--- src/rtl/bcd_modn_counter.sv ---
// Two-digit BCD modulo-N counter with load, up/down stepping, wrap pulses and a
// combinational terminal count for same-cycle cascading of time-of-day stages.
module bcd_modn_counter #(
    parameter int MODULUS = 60,
    parameter int RST_VAL = 0
) (
    input  logic       clk,
    input  logic       clr_n,
    input  logic       en,
    input  logic       up,
    input  logic       load,
    input  logic [3:0] load_L,
    input  logic [3:0] load_H,
    output logic [3:0] cnt_L,
    output logic [3:0] cnt_H,
    output logic       carry,
    output logic       borrow,
    output logic       tc,
    output logic       load_err
);

    localparam logic [3:0] MAX_H = 4'((MODULUS - 1) / 10);
    localparam logic [3:0] MAX_L = 4'((MODULUS - 1) % 10);
    localparam logic [3:0] RST_H = 4'(RST_VAL / 10);
    localparam logic [3:0] RST_L = 4'(RST_VAL % 10);

    // True when the digit pair is a legal BCD value strictly below MODULUS.
    function automatic logic in_range(input logic [3:0] h, input logic [3:0] l);
        logic digits_ok;
        digits_ok = (h <= 4'd9) && (l <= 4'd9);
        return digits_ok && ((h < MAX_H) || ((h == MAX_H) && (l <= MAX_L)));
    endfunction

    logic       at_max;
    logic       at_zero;
    logic       load_ok;
    logic [3:0] cnt_L_nx;
    logic [3:0] cnt_H_nx;
    logic       carry_nx;
    logic       borrow_nx;
    logic       load_err_nx;

    assign at_max  = (cnt_H == MAX_H) && (cnt_L == MAX_L);
    assign at_zero = (cnt_H == 4'd0) && (cnt_L == 4'd0);
    assign load_ok = in_range(load_H, load_L);
    assign tc      = en & ~load & (up ? at_max : at_zero);

    always_comb begin
        cnt_L_nx    = cnt_L;
        cnt_H_nx    = cnt_H;
        carry_nx    = 1'b0;
        borrow_nx   = 1'b0;
        load_err_nx = 1'b0;
        if (load) begin
            if (load_ok) begin
                cnt_L_nx = load_L;
                cnt_H_nx = load_H;
            end else begin
                load_err_nx = 1'b1;
            end
        end else if (en) begin
            // A corrupted value snaps back to zero silently instead of wrapping.
            if (!in_range(cnt_H, cnt_L)) begin
                cnt_L_nx = 4'd0;
                cnt_H_nx = 4'd0;
            end else if (up) begin
                if (at_max) begin
                    cnt_L_nx = 4'd0;
                    cnt_H_nx = 4'd0;
                    carry_nx = 1'b1;
                end else if (cnt_L == 4'd9) begin
                    cnt_L_nx = 4'd0;
                    cnt_H_nx = cnt_H + 4'd1;
                end else begin
                    cnt_L_nx = cnt_L + 4'd1;
                end
            end else begin
                if (at_zero) begin
                    cnt_L_nx  = MAX_L;
                    cnt_H_nx  = MAX_H;
                    borrow_nx = 1'b1;
                end else if (cnt_L == 4'd0) begin
                    cnt_L_nx = 4'd9;
                    cnt_H_nx = cnt_H - 4'd1;
                end else begin
                    cnt_L_nx = cnt_L - 4'd1;
                end
            end
        end
    end

    always_ff @(posedge clk or negedge clr_n) begin
        if (!clr_n) begin
            cnt_L    <= RST_L;
            cnt_H    <= RST_H;
            carry    <= 1'b0;
            borrow   <= 1'b0;
            load_err <= 1'b0;
        end else begin
            cnt_L    <= cnt_L_nx;
            cnt_H    <= cnt_H_nx;
            carry    <= carry_nx;
            borrow   <= borrow_nx;
            load_err <= load_err_nx;
        end
    end

endmodule

--- config.mk ---
export PLATFORM = sky130hd
export DESIGN_NAME = bcd_modn_counter
export DESIGN_NICKNAME = d
export VERILOG_FILES = /design/src/rtl/bcd_modn_counter.sv
export SDC_FILE = /design/constraint.sdc
export NUM_CORES = 1
export LEC_CHECK = 0
export ABC_AREA = 1
export CORE_MARGIN = 2
export CORE_UTILIZATION = 45
export CTS_CLUSTER_SIZE = 28
export DETAILED_ROUTE_END_ITERATION = 16
export PLACE_DENSITY = 0.76
export SYNTH_ARGS = -nofsm -noshare
export SYNTH_HDL_FRONTEND = slang
export SYNTH_SLANG_ARGS = --single-unit
--- constraint.sdc ---
create_clock -name clk -period 1.66 [get_ports clk]
set_input_delay 0.166 -clock clk [delete_from_list [all_inputs] [get_ports clk]]
set_output_delay 0.166 -clock clk [all_outputs]
set_load 0.01 [all_outputs]
Yosys cells after proc, flatten, opt, wreduce, memory -nomap -nowiden
Cells that the tools add are included.
{ "totals": {"ff_bits": 11, "word_cells": 70} }
{ "op_classes": {"addsub": 4, "order_cmp": 6, "n_eq_ne": 6, "mux": 31, "n_bitwise": 3, "n_reduce_logical": 15} }
{ "op_table": {"columns": ["op", "count"], "rows": [
  ["4-bit 2-to-1 mux", 18],
  ["4-bit <= comparator, second input constant", 4],
  ["1-bit 2-to-1 mux", 13],
  ["4-bit by 1-bit adder with 4-bit output, second input constant", 2],
  ["4-bit by 3-bit == test with 1-bit output, second input constant", 2],
  ["1-bit logical AND", 8],
  ["4-bit zero test", 2],
  ["4-bit by 3-bit < comparator with 1-bit output, second input constant", 2],
  ["4-bit by 1-bit subtractor with 4-bit output, second input constant", 2],
  ["5-bit by 4-bit != test with 1-bit output, second input constant", 1],
  ["5-bit != test, second input constant", 1],
  ["4-bit == test, second input constant", 1],
  ["4-bit AND reduction", 1],
  ["1-bit bitwise AND", 2],
  ["1-bit logical OR", 2],
  ["2-bit by 1-bit != test with 1-bit output, second input constant", 1],
  ["2-bit AND reduction", 1],
  ["2-bit nonzero test", 1],
  ["1-bit inverter", 1]
]} }

Depth between registers and ports, before layout
{ "logic_depth": {"ltp_word": 7, "depth_mapped": 11} }

Least setup slack after synthesis
No wires, ideal clock.
{ "synth_timing": {"path_kind": "register to register", "startpoint": "register cnt_H[0]", "endpoint": "register cnt_H[0]", "setup_ps": 120, "arrival_time_ps": 1419, "t_required_ps": 1540, "slack_ps": 121, "path_stages_with_launch": 12, "period_less_slack_ps": 1539, "cell_sequence": "dfrtp_1 > inv_1 > ha_1 > inv_1 > nand3_1 > nand2_1 > nor2_4 > nand2_2 > nand2_4 > inv_4 > nand2_1 > o21ai_2"} }
{ "synth_between": {"elab_chain_cells": 7, "word_cells_on_any_way": 23, "cone_classes": "2 x add/sub; 2 x order compare; 3 x eq/ne; 8 x mux; 8 x reduce/logical"} }
{ "synth_rtl": {"columns": ["element", "line", "text"], "rows": [
  ["start: declaration", "15", "output logic [3:0] cnt_H,"],
  ["start signal: assignment", "101", "cnt_H <= cnt_H_nx;"],
  ["4-bit by 1-bit subtractor with 4-bit output, or another cell as far along", "84", "cnt_H_nx = cnt_H - 4'd1;"],
  ["4-bit 2-to-1 mux, or another cell as far along", "82", "end else if (cnt_L == 4'd0) begin"],
  ["4-bit 2-to-1 mux, or another cell as far along", "78", "if (at_zero) begin"],
  ["4-bit 2-to-1 mux or 1-bit logical AND (tied branches)", "66, 31", null],
  ["4-bit 2-to-1 mux", "63", "if (!in_range(cnt_H, cnt_L)) begin"],
  ["4-bit 2-to-1 mux", "61", "end else if (en) begin"],
  ["4-bit 2-to-1 mux", "54", "if (load) begin"]
]} }
Parallel ways exist; a longest one is shown, timed or not. The select of a mux whose other input is x is not followed.
A chain may end at the register's enable or synchronous reset.

Worst setup path in the final report
{ "layout_timing": {"startpoint": "register cnt_H[1]", "endpoint": "output tc"} }
{ "layout_between": {"elab_chain_cells": 4, "word_cells_on_any_way": 6, "cone_classes": "1 x eq/ne; 1 x mux; 1 x bitwise; 3 x reduce/logical"} }
{ "layout_rtl": {"columns": ["element", "line", "text"], "rows": [
  ["4-bit by 3-bit == test with 1-bit output or 4-bit zero test (tied branches)", "43, 44", null],
  ["1-bit logical AND (on tied branches)", "43, 44", null],
  ["1-bit 2-to-1 mux (*)", "46", "assign tc = en & ~load & (up ? at_max : at_zero);"],
  ["1-bit bitwise AND (*)", "46", null],
  ["end: declaration", "18", "output logic tc,"]
]} }
Mark *: on every way between the ends. The rest lies on a longest branch, timed or not.

==> reports/qor.csv <==
stage;metric;value;unit
grt;grt_pass1_wl;4.93;mm
power_and_ir_drop;total_switching_power;0.000575;W
yosys;synthSimpleGateAreaFrac;38.0;%
routing;routed_wire_length_per_instance;13.1;microns
setup_path;startpoint_type;flop;
placed_design;port_buffers;24;
power_and_ir_drop;powerDensity;944;nW/um^2
power_and_ir_drop;p_leak;0.714;nW
yosys;syn-num-nets;161;
grt;initial_antenna_violation_count;0;
routing;via_per_inst;5.08;
floorplanning;dieArea;2470;sq um
setup_path;critPathSlowestCell;sky130_fd_sc_hd__dfrtp_1;
setup_path;cp-end-kind;output pin;
placed_design;dp_hpwl;2.34;mm
sta;timing.hold.ws;0.245;ns
setup_path;cp-endpoint;tc;
setup_path;worstPathCellList;inv_2 > ha_1 > inv_1 > nor3_2 > nand3_2 > a21oi_2 > buf_2;
routing;first_pass_iters;4;
power_and_ir_drop;comb_power_share;59.8;%
setup_path;worstRegToRegCells;12;
cells_and_area;most-common-layout-cells;sky130_fd_sc_hd__nand2_1, sky130_fd_sc_hd__buf_4, sky130_fd_sc_hd__clkdlybuf4s50_1;
setup_path;r2r-end;cnt_H[0];
clock_tree;cts_hold_buffers;0;
placed_design;gp_congestion;0.929;
setup_path;startpoint;cnt_H[1];
power_and_ir_drop;register_share_of_total_power;26.8;%
setup_path;cp.required;1.49;ns
clock_tree;cts-root-buf;sky130_fd_sc_hd__clkbuf_4;
floorplanning;die-width;49.7;microns
yosys;synth_top_family_by_area;simple AND/OR/NAND/NOR gates;
yosys;yosysTopAreaCell;sky130_fd_sc_hd__dfrtp_1;
clock_tree;cts_tree;yes;
cells_and_area;layout.cells.non_filler;223;
yosys;yosys.area_share.adder;5.33;%
run_status;violations;negative setup slack;
setup_path;crit_arrival;1.53;ns
setup_path;cp_num_buf_inv;3;
setup_path;worstSetupPathType;reg2out;
clock_tree;tritoncts_num_sinks;11;
job;drv.max_cap_violation_count;0;
clock_tree;cts.htree.levels;1;
cells_and_area;final_layout_size_suffix_gt1_share;26.5;%
yosys;synthesized_area_per_cell;6.52;sq um
yosys;synth-compound-area-share;12.8;%
yosys;total_number_of_yosys_warnings;0;
clock_tree;clkLatencyLatePin;0.27;ns
routing;vias;1132;
hold_path;hp-class;in2async;
clock_tree;cts_buffers;3;
yosys;cell_area_after_synthesis;938;sq um
yosys;ys_top_cells_by_area;sky130_fd_sc_hd__dfrtp_1, sky130_fd_sc_hd__nand2_1, sky130_fd_sc_hd__nand3_1;
sta;finalClockSkew;0.00101;ns
setup_path;setup_slack_of_the_most_critical_reg_to_reg_path;0.07;ns
grt;grt_max_degree;12;
sta;timing_worst_slew_pin_value;0.543;ns
cells_and_area;multi_input_area;596;sq um
cells_and_area;fillers;158;
run_status;run_status;finished with violations;
sta;finalSetupViolations;1;
placed_design;placed_cells;218;
routing;drtAntennaViolNets;0;
yosys;yosysSeqAreaShare;29.3;%
setup_path;critPathTopFamily;flip-flops;
yosys;synthCells;144;
yosys;ys_types;25;
routing;detail_route.drc_violations;0;
power_and_ir_drop;clock_power_share;13.4;%
setup_path;critPathMaxFanout;3;
floorplanning;die_h;49.7;microns
floorplanning;initial_utilization;47.8;%
cells_and_area;layout.cells.most_common;sky130_fd_sc_hd__nand2_1;
floorplanning;placementRows;16;
setup_path;max_stage_delay;0.39;ns
sta;postLayoutSetupSlackWorst;-0.0314;ns
clock_tree;max-clock-path-buffers;2;
cells_and_area;layout_area_overhead;56.1;%
floorplanning;core_area;1960;sq um
sta;fmaxAchievable;591;MHz
cells_and_area;area.sequential;275;sq um
grt;grt_util_all_layers;26.5;%
sta;max_slew_vio_count;0;
setup_path;critical_path_depth;7;
sta;final_hold_viol_count;0;
grt;globalRouteOverflowTotal;0;
cells_and_area;final_net_count;214;
yosys;synth_mux_area_share;0;%
power_and_ir_drop;power.share.switching;41.6;%
sta;post-route-min-period;1.69;ns
routing;drt_iter0_drc;29;
power_and_ir_drop;cell_internal_pwr;0.000808;W
sta;final.period_utilization;102;%
clock_tree;cts.reportedPaths.clkPinSlew;0.07;ns
yosys;synth-xor-area-share;1.87;%
floorplanning;top_level_ports;25;
setup_path;critical_path.reg2reg.startpoint;cnt_H[0];
power_and_ir_drop;ir_drop;0.704;mV
sta;setup_repair_after_global_routing_missed_its_margin;true;
yosys;yosysTopAreaCellShare;29.3;%
yosys;postSynthRegisterBits;11;
routing;drt_wl_total;2.92;mm
grt;vias_in_the_first_global_route;1181;
cells_and_area;final_core_utilization;74.7;%
cells_and_area;antenna_cells_inserted;0;
sta;max-slew-margin-rel;63.7;%
==> power by group through the flow <==
stage / combinational [W] / clock [W] / sequential (W)
after floorplan: 0.000370 / 0 / 0.000405
after global placement: 0.000736 / 0 / 0.000365
after detailed placement: 0.000763 / 0 / 0.000367
after CTS: 0.000784 / 0.000192 / 0.000365
after global routing: 0.000909 / 0.000203 / 0.000375
final: 0.000827 / 0.000185 / 0.000371
==> worst min path at each step <==
stage | start | endpoint | slack, ns | cells past startpoint
after floorplan | clr_n | borrow | -0.13 | 0
final | clr_n | cnt_L[2] | 0.24 | 1
after CTS | clr_n | carry | 0.25 | 1
after global placement | clr_n | cnt_L[0] | 0.53 | 1
after detailed placement | clr_n | cnt_L[2] | 0.56 | 1
after global routing | clr_n | cnt_H[0] | 0.30 | 1
==> synthesized netlist by cell type <==
cell                       instances
sky130_fd_sc_hd__nand2_2           1
sky130_fd_sc_hd__nor2_4            2
sky130_fd_sc_hd__nor3_1            3
sky130_fd_sc_hd__o211ai_1          1
sky130_fd_sc_hd__nand2_1          34
sky130_fd_sc_hd__o21ai_1           1
sky130_fd_sc_hd__clkinv_1          1
sky130_fd_sc_hd__a22oi_1           2
sky130_fd_sc_hd__dfrtp_1          11
sky130_fd_sc_hd__nand4_1           2
sky130_fd_sc_hd__o21ai_0           9
sky130_fd_sc_hd__inv_4             1
sky130_fd_sc_hd__buf_6             2
sky130_fd_sc_hd__o21ai_2           1
sky130_fd_sc_hd__nand2_4           1
sky130_fd_sc_hd__xor2_1            1
sky130_fd_sc_hd__nand3_1          16
sky130_fd_sc_hd__xnor2_1           1
sky130_fd_sc_hd__nor2_2            1
sky130_fd_sc_hd__inv_1            21
sky130_fd_sc_hd__ha_1              4
sky130_fd_sc_hd__nor2_1           20
sky130_fd_sc_hd__a21oi_1           6
sky130_fd_sc_hd__buf_4             1
sky130_fd_sc_hd__a21oi_2           1
==> routing by layer <==
metal	global-route usage, %	part of all wire [%]
met5	0	0
met3	5.45	4.6
met2	49.8	56
met1	27.4	37
met4	13.4	2.1
==> area by class of cell <==
cell class	instances	share of cell area [%]
clock buffer	4	1.79
inverter	23	6.06
multi-input combinational	107	40.6
sequential	11	18.8
tap	27	2.31
timing repair buffer	51	30.4
==> cells by family (layout without fill, tap and decap cells) <==
kind of cell    Yosys count  after routing
simple gates             80             80
fa+ha+maj                 4              4
buf+inv                  26             78
xor+xnor                  2              2
compound gates           21             21
flops                    11             11
==> sequential cells by signal, summed over array words and instances (netlist names) <==
register / flops
carry: 1
cnt_H: 4
cnt_L: 4
load_err: 1
borrow: 1
==> metrics by stage <==
| stage | setup TNS (ns) | total power, W | cell area (sq um) | setup slack [ns] |
|---|---|---|---|---|
| floorplan | 0 | 0.000775 | 938 | 0.121 |
| global placement | -0.156 | 0.00110 | 1380 | -0.156 |
| detailed placement | -0.249 | 0.00113 | 1380 | -0.178 |
| CTS | 0 | 0.00134 | 1420 | 0.00709 |
| global route | -0.246 | 0.00149 | 1470 | -0.0879 |
| finish | -0.0314 | 0.00138 | 1470 | -0.0314 |
==> worst register-to-register path, cell delays in order, from the launching register on <==
cell and delay, ns:
sky130_fd_sc_hd__dfrtp_1 0.39, sky130_fd_sc_hd__inv_2 0.06, sky130_fd_sc_hd__buf_4 0.13, sky130_fd_sc_hd__ha_4 0.13, sky130_fd_sc_hd__inv_1 0.04, sky130_fd_sc_hd__nand3_1 0.09, sky130_fd_sc_hd__nand2_2 0.07, sky130_fd_sc_hd__nor2_4 0.18
sky130_fd_sc_hd__nand2_2 0.11, sky130_fd_sc_hd__nand2_4 0.10, sky130_fd_sc_hd__inv_4 0.05, sky130_fd_sc_hd__nand2_1 0.08, sky130_fd_sc_hd__o21ai_2 0.05
==> repair_timing <==
item                                    CTS  global route
hold endpoints to repair                  0             0
endpoints found under the setup margin    2             9
pin swaps                                 3             3
gates resized for setup                   9            12
buffers inserted                          1             0
No activity file was read; power rests on OpenSTA's default activity.
